===== config.mk =====
export PLATFORM = sky130hd
export DESIGN_NAME = simon_core_param
export DESIGN_NICKNAME = d
export VERILOG_FILES = /design/src/rtl/simon_core_param.sv
export SDC_FILE = /design/constraint.sdc
export NUM_CORES = 2
export LEC_CHECK = 0
export ABC_AREA = 1
export ABC_CLOCK_PERIOD_IN_PS = 8800
export CAP_MARGIN = 5
export CELL_PAD_IN_SITES_DETAIL_PLACEMENT = 0
export CELL_PAD_IN_SITES_GLOBAL_PLACEMENT = 1
export CORE_MARGIN = 3
export CORE_UTILIZATION = 52
export CTS_BUF_LIST = sky130_fd_sc_hd__clkbuf_4
export DETAILED_ROUTE_END_ITERATION = 8
export GPL_TIMING_DRIVEN = 0
export PLACE_DENSITY_LB_ADDON = 0.1
export REMOVE_ABC_BUFFERS = 1
export SYNTH_ARGS = -nofsm -noshare
export SYNTH_HDL_FRONTEND = slang
export SYNTH_SLANG_ARGS = --single-unit
export TNS_END_PERCENT = 20

===== constraint.sdc =====
create_clock -name clk -period 8.8 [get_ports clk]
set_input_delay 2.64 -clock clk [delete_from_list [all_inputs] [get_ports clk]]
set_output_delay 2.64 -clock clk [all_outputs]
set_load 0.005 [all_outputs]

===== src/rtl/simon_core_param.sv =====
// simon_core_param: iterative SIMON block cipher with an on-chip round-key store, one round per clock.
// Define SIMON_DECRYPT_EN to build the decrypt datapath; otherwise enc_dec is ignored and every block encrypts.
module simon_core_param #(
  parameter int N  = 24,
  parameter int M  = 4,
  parameter int T  = 36,
  parameter int ZI = 1,
  parameter int Cb = 7
) (
  input  logic                clk,
  input  logic                nR,
  input  logic                newKey,
  input  logic [M-1:0][N-1:0] KEY,
  output logic                loadKey,
  output logic                doneKey,
  input  logic                newData,
  input  logic                enc_dec,
  input  logic [1:0][N-1:0]   blockIN,
  output logic                loadData,
  input  logic                readData,
  output logic                doneData,
  output logic [1:0][N-1:0]   outData,
  output logic [2:0]          mode
);

  localparam int AW = $clog2(T);

  // z sequences stored with element 0 in bit 0
  localparam logic [61:0] Z0 = 62'b0110011100_0011010100_1000101111_1011001110_0001101010_010001011111;
  localparam logic [61:0] Z1 = 62'b0101101000_0110010011_1110111000_1010110100_0011001001_111101110001;
  localparam logic [61:0] Z2 = 62'b1100110110_1001111110_0010000101_0001100100_1011000000_111011110101;
  localparam logic [61:0] Z3 = 62'b1111000010_1100111001_0100010010_0000011110_1001100011_010111011011;
  localparam logic [61:0] Z4 = 62'b1111011100_1001010011_0000111010_0000010001_1011010110_011110001011;
  localparam logic [61:0] ZSEQ = (ZI == 0) ? Z0 : (ZI == 1) ? Z1 : (ZI == 2) ? Z2 :
                                 (ZI == 3) ? Z3 : Z4;

  typedef enum logic [2:0] {
    IDLE  = 3'd0,
    KEXP  = 3'd1,
    READY = 3'd2,
    RUN   = 3'd3,
    DONE  = 3'd4
  } state_e;

  function automatic logic [N-1:0] fRound(input logic [N-1:0] v);
    return ({v[N-2:0], v[N-1]} & {v[N-9:0], v[N-1:N-8]}) ^ {v[N-3:0], v[N-1:N-2]};
  endfunction

  state_e           state_q, state_d;
  logic [Cb-1:0]    cnt_q, cnt_d;
  logic [N-1:0]     x_q, x_d, y_q, y_d;
  logic [1:0][N-1:0] out_q, out_d;
  logic [N-1:0]     rk_q [T];

  logic             keyCap;
  logic [AW-1:0]    wrIdx, prev1, prev3, prevM, rIdx;
  logic [Cb-1:0]    zOff;
  logic [5:0]       zSel;
  logic             zBit;
  logic [N-1:0]     t0, t1, t2, rkNew;
  logic [N-1:0]     rkRound, nextX, nextY;
  logic             lastStep;

  assign keyCap   = newKey && ((state_q == IDLE) || (state_q == READY));
  assign wrIdx    = cnt_q[AW-1:0];
  assign prev1    = wrIdx - AW'(1);
  assign prev3    = wrIdx - AW'(3);
  assign prevM    = wrIdx - AW'(M);
  assign zOff     = cnt_q - Cb'(M);
  assign zSel     = (zOff >= Cb'(62)) ? 6'(zOff - Cb'(62)) : 6'(zOff);
  assign zBit     = ZSEQ[zSel];
  assign lastStep = (cnt_q == Cb'(T - 1));

  // Key expansion: one new schedule word per cycle from the words already stored
  always_comb begin
    t0    = {rk_q[prev1][2:0], rk_q[prev1][N-1:3]};
    t1    = (M == 4) ? (t0 ^ rk_q[prev3]) : t0;
    t2    = t1 ^ {t1[0], t1[N-1:1]};
    rkNew = ~rk_q[prevM] ^ t2 ^ {{(N-1){1'b0}}, zBit} ^ {{(N-2){1'b0}}, 2'b11};
  end

  // The round store is never reset; doneKey low marks its contents invalid
  always_ff @(posedge clk) begin
    if (keyCap) begin
      for (int k = 0; k < M; k++) rk_q[k] <= KEY[k];
    end else if (state_q == KEXP) begin
      rk_q[wrIdx] <= rkNew;
    end
  end

`ifdef SIMON_DECRYPT_EN
  logic dir_q, dir_d;
  logic [N-1:0] encX, decY;

  assign rIdx    = dir_q ? wrIdx : (AW'(T - 1) - wrIdx);
  assign rkRound = rk_q[rIdx];
  assign encX    = y_q ^ fRound(x_q) ^ rkRound;
  assign decY    = x_q ^ fRound(y_q) ^ rkRound;
  assign nextX   = dir_q ? encX : y_q;
  assign nextY   = dir_q ? x_q  : decY;
`else
  logic unusedEncDec;

  assign unusedEncDec = enc_dec;
  assign rIdx    = wrIdx;
  assign rkRound = rk_q[rIdx];
  assign nextX   = y_q ^ fRound(x_q) ^ rkRound;
  assign nextY   = x_q;
`endif

  always_ff @(posedge clk or negedge nR) begin
    if (!nR) begin
      state_q <= IDLE;
      cnt_q   <= '0;
      x_q     <= '0;
      y_q     <= '0;
      out_q   <= '0;
`ifdef SIMON_DECRYPT_EN
      dir_q   <= 1'b1;
`endif
    end else begin
      state_q <= state_d;
      cnt_q   <= cnt_d;
      x_q     <= x_d;
      y_q     <= y_d;
      out_q   <= out_d;
`ifdef SIMON_DECRYPT_EN
      dir_q   <= dir_d;
`endif
    end
  end

  // Re-key has priority over a block offered in the same READY cycle
  always_comb begin
    state_d = state_q;
    cnt_d   = cnt_q;
    x_d     = x_q;
    y_d     = y_q;
    out_d   = out_q;
`ifdef SIMON_DECRYPT_EN
    dir_d   = dir_q;
`endif
    case (state_q)
      IDLE: begin
        if (newKey) begin
          state_d = KEXP;
          cnt_d   = Cb'(M);
        end
      end
      KEXP: begin
        cnt_d = cnt_q + Cb'(1);
        if (lastStep) begin
          state_d = READY;
          cnt_d   = '0;
        end
      end
      READY: begin
        if (newKey) begin
          state_d = KEXP;
          cnt_d   = Cb'(M);
        end else if (newData) begin
          state_d = RUN;
          cnt_d   = '0;
          x_d     = blockIN[1];
          y_d     = blockIN[0];
`ifdef SIMON_DECRYPT_EN
          dir_d   = enc_dec;
`endif
        end
      end
      RUN: begin
        x_d   = nextX;
        y_d   = nextY;
        cnt_d = cnt_q + Cb'(1);
        if (lastStep) begin
          state_d = DONE;
          cnt_d   = '0;
          out_d   = {nextX, nextY};
        end
      end
      DONE: begin
        if (readData) state_d = READY;
      end
      default: state_d = IDLE;
    endcase
  end

  assign loadKey  = (state_q == IDLE) || (state_q == READY);
  assign loadData = (state_q == READY);
  assign doneKey  = (state_q == READY) || (state_q == RUN) || (state_q == DONE);
  assign doneData = (state_q == DONE);
  assign outData  = out_q;
  assign mode     = state_q;

endmodule


==> summary.md <==
| Metric | Value |
|---|---|
| Status | `finished, final reports clean` |
| Fin nets | `7805` |
| Largest net degree at the start of global routing | `between 150 and 200` |
| Vias | `~58000` |
| Setup slack, reg-to-reg | `0.10 ns` |
| Worst-path clk slew | `~0.06 ns` |
| HPWL after DPL | `~160000 µm` |
| Final min period | `~8.7 ns` |
| Slew headroom | `5.35%` |
| Mapped Area | `approximately 58000 µm²` |
| RR Endpoint | `rk_q[7][15]$_DFFE_PP_` |
| CTS tree | `yes` |
| Seq/Total Area, Yosys | `between 40 and 50%` |
| Commonest non-fill, non-tap cell in the layout | `nand2_1` |
| Post-synth top area share | `between 40% and 50%` |
| Slew @ Worst Pin | `around 1.4 ns` |
| # IOs | `slightly above 200` |
| Synth cell types | `46` |
| Cells on worst reg2reg path | `22` |
| Initial antenna violation count | `11` |
| Area Growth Syn to Fin | `15.2%` |
| DRT Pass-1 Iters | `7` |
| Routability Congestion | `0.877` |
| Placed Area | `between 60000 and 70000 µm²` |
| Final WS setup | `0.101 ns` |
| Number of synthesized flops with an enable pin | `approximately 860` |
| Commonest non-fill, non-tap cells in the layout | `nand2_1 (3346), nand3_1 (1129), edfxtp_1 (864), o21ai_0 (400), clkbuf_4 (397)` |
| Crit path required time | `9.59 ns` |
| Setup total negative slack | `0 ns` |
| FFs w/ async S/R, synth | `between 10% and 20%` |
| Critical Path AT | `9.49 ns` |
| Starting DRT DRC Count | `approximately 8600` |
| Vias in the first global route | `between 50000 and 60000` |
| Clock sinks | `just under 1000` |
| WL final | `around 240000 µm` |
| Die Width | `340 µm` |
| Timing startpoint of the critical path | `cnt_q[0]$_DFFE_PN0P_` |
| Final setup fails | `0` |
| Design area | `about 67000 µm²` |
| Area leader, netlist | `edfxtp_1` |
| Global-route wire length before repair | `340000 µm` |
| Die H | `around 340 µm` |
| Post-DRT Antenna Nets | `0` |
| Vias per inst | `between 6 and 7` |
| R2R Path Start | `cnt_q[0]$_DFFE_PN0P_` |
| Worst setup path class | `reg2reg` |
| Clk root buf | `clkbuf_4` |
| Fin cells | `around 9300` |
| Number of max-cap violations | `0` |
| Layout fillers | `roughly 10000` |
| FP Rows | `~120` |
| Initial cell density of the core | `between 50% and 60%` |
| Drt wl/cell | `about 26 µm` |
| Area of the multi-input gates | `around 27000 µm²` |
| CP endpoint | `rk_q[7][15]$_DFFE_PP_` |
| Core Area | `110000 µm²` |
| I/O Buffers | `between 200 and 250` |
| Max-slew violations | `0` |
| # placed instances | `a little under 9000` |
| Syn Area/Cell | `between 7 and 8 µm²` |
| Max Fclk | `~110 MHz` |
| Ys flop type | `edfxtp_1` |
| Crit path max fanout | `167` |
| Worst Setup End Kind | `register` |
| Register area | `~29000 µm²` |
| Gr ovfl total | `0` |
| Max Root-Sink Buffers | `4` |
| Clock H-tree levels | `5` |
| DP Worst Slack | `0.655 ns` |
| Ranking of synthesized cells by area | `edfxtp_1 (45%), nand2_1 (22%), nand3_1 (9.8%), dfrtp_1 (4.6%), o21ai_0 (3.5%)` |
| Synth Register Bits | `970` |
| Critical Path Start Type | `register` |
| Clk Latency, worst-skew pair | `between 1 and 1.5 ns` |
| GRT Overall Usage | `approximately two fifths` |
| Synthesized netlist cell count | `around 7500` |
| Fin crit share | `98.9%` |
| Hold path start | `outData[25]$_DFFE_PN0P_` |
| Post-CTS Setup Bufs | `0` |
| Die ar. | `115000 µm²` |
| Synth warnings | `0` |
| Final hold viol count | `0` |
| Worst min path class | `reg2reg` |
| Setup Skew | `between 0.09 and 0.1 ns` |
| CTS Buf Count | `292` |
| Drt drc | `0` |
| Share of post-route cells with drive strength above 1 | `between 8 and 9%` |
synth_stat cells, types with 4 or more instances:
cell	count
or2_2	7
nor2_1	247
a21oi_1	254
o22a_1	28
nand2_1	3354
o211ai_1	51
nand3b_1	4
a31oi_1	24
mux2_2	26
buf_4	19
dfrtp_1	106
xor2_1	54
buf_1	60
xor2_2	6
o21ai_0	400
nor3_1	9
o22ai_1	62
nand3_1	1130
ha_1	14
inv_1	166
edfxtp_1	864
and2_1	20
inv_2	19
buf_2	236
clkbuf_1	221
a32o_1	67
nand4_1	23
xnor2_1	30
o21ai_1	5
kinds of logic (layout without fill, tap and decap cells):
| kind of cell | count (synthesis) | after routing | synth area share [%] |
|---|---|---|---|
| DFF | 970 | 970 | 49.4 |
| adders and majority gates | 14 | 14 | 0.303 |
| and+or+nand+nor | 4802 | 4802 | 33.9 |
| other | 0 | 9 | 0 |
| xor gates and xnor gates | 92 | 92 | 1.50 |
| muxes | 28 | 28 | 0.540 |
| buffers and inverters | 724 | 1003 | 5.34 |
| AOI/OAI and AO/OA | 903 | 903 | 9.05 |
metrics by stage:
step / utilization (%) / hold slack [ns]
floorplan: - / 0.476
global placement: 54.2 / 0.469
detailed placement: 57.8 / 0.474
CTS: 60.8 / 0.489
global route: 60.9 / 0.524
finish: 60.9 / 0.492
critical path: stages, from the launching register on:
cell     delay, ns
dfrtp_4       0.79
buf_12        0.30
buf_16        0.31
buf_16        0.33
inv_8         0.26
buf_16        0.32
buf_16        0.32
ha_4          0.99
buf_16        0.37
inv_8         0.23
buf_16        0.31
nand2_1       0.18
nand3_1       0.08
nand3_1       0.09
nand3_1       0.16
nand2_1       0.20
nand2_1       0.16
nand3_1       0.13
nand2_1       0.27
inv_1         0.34
nand2_1       0.11
nand3_1       0.19
and2_1        0.93
worst min-delay path by stage:
stage / end / depth (start not counted)
6_report: outData[25]$_DFFE_PN0P_ / 2
5_1_grt: outData[1]$_DFFE_PN0P_ / 2
4_1_cts: outData[1]$_DFFE_PN0P_ / 2
3_5_place_dp: outData[1]$_DFFE_PN0P_ / 2
3_3_place_gp: outData[20]$_DFFE_PN0P_ / 2
2_1_floorplan: outData[0]$_DFFE_PN0P_ / 2
sequential cells by signal (all words and copies together) (netlist names):
name / flops
rk_q: 864
outData: 48
nextY: 24
y_q: 24
cnt_q: 7
mode: 3
what timing repair did:
item / in CTS / in global routing
setup endpoints to repair: 0 / 67
hold buffers: 0 / 0
gates resized for setup: 0 / 3
layout make-up:
type,count,area share (%)
inverter,187,1.10
clock inverter,68,0.473
timing repair buffer,351,8.25
multi-input combinational,5839,40.0
clock buffer,397,4.47
tap,1476,2.77
antenna,9,0.0338
sequential,970,42.9
metal layers:
layer	share of wire (%)	GRT usage, %
met2	43	59.1
met4	7.4	26.5
met1	37	52.0
met5	0.0092	0
met3	13	10.3
Power is left out: the tool's default activity adds up to more than one toggle a clock period on the data nets, which glitch-free logic cannot reach.
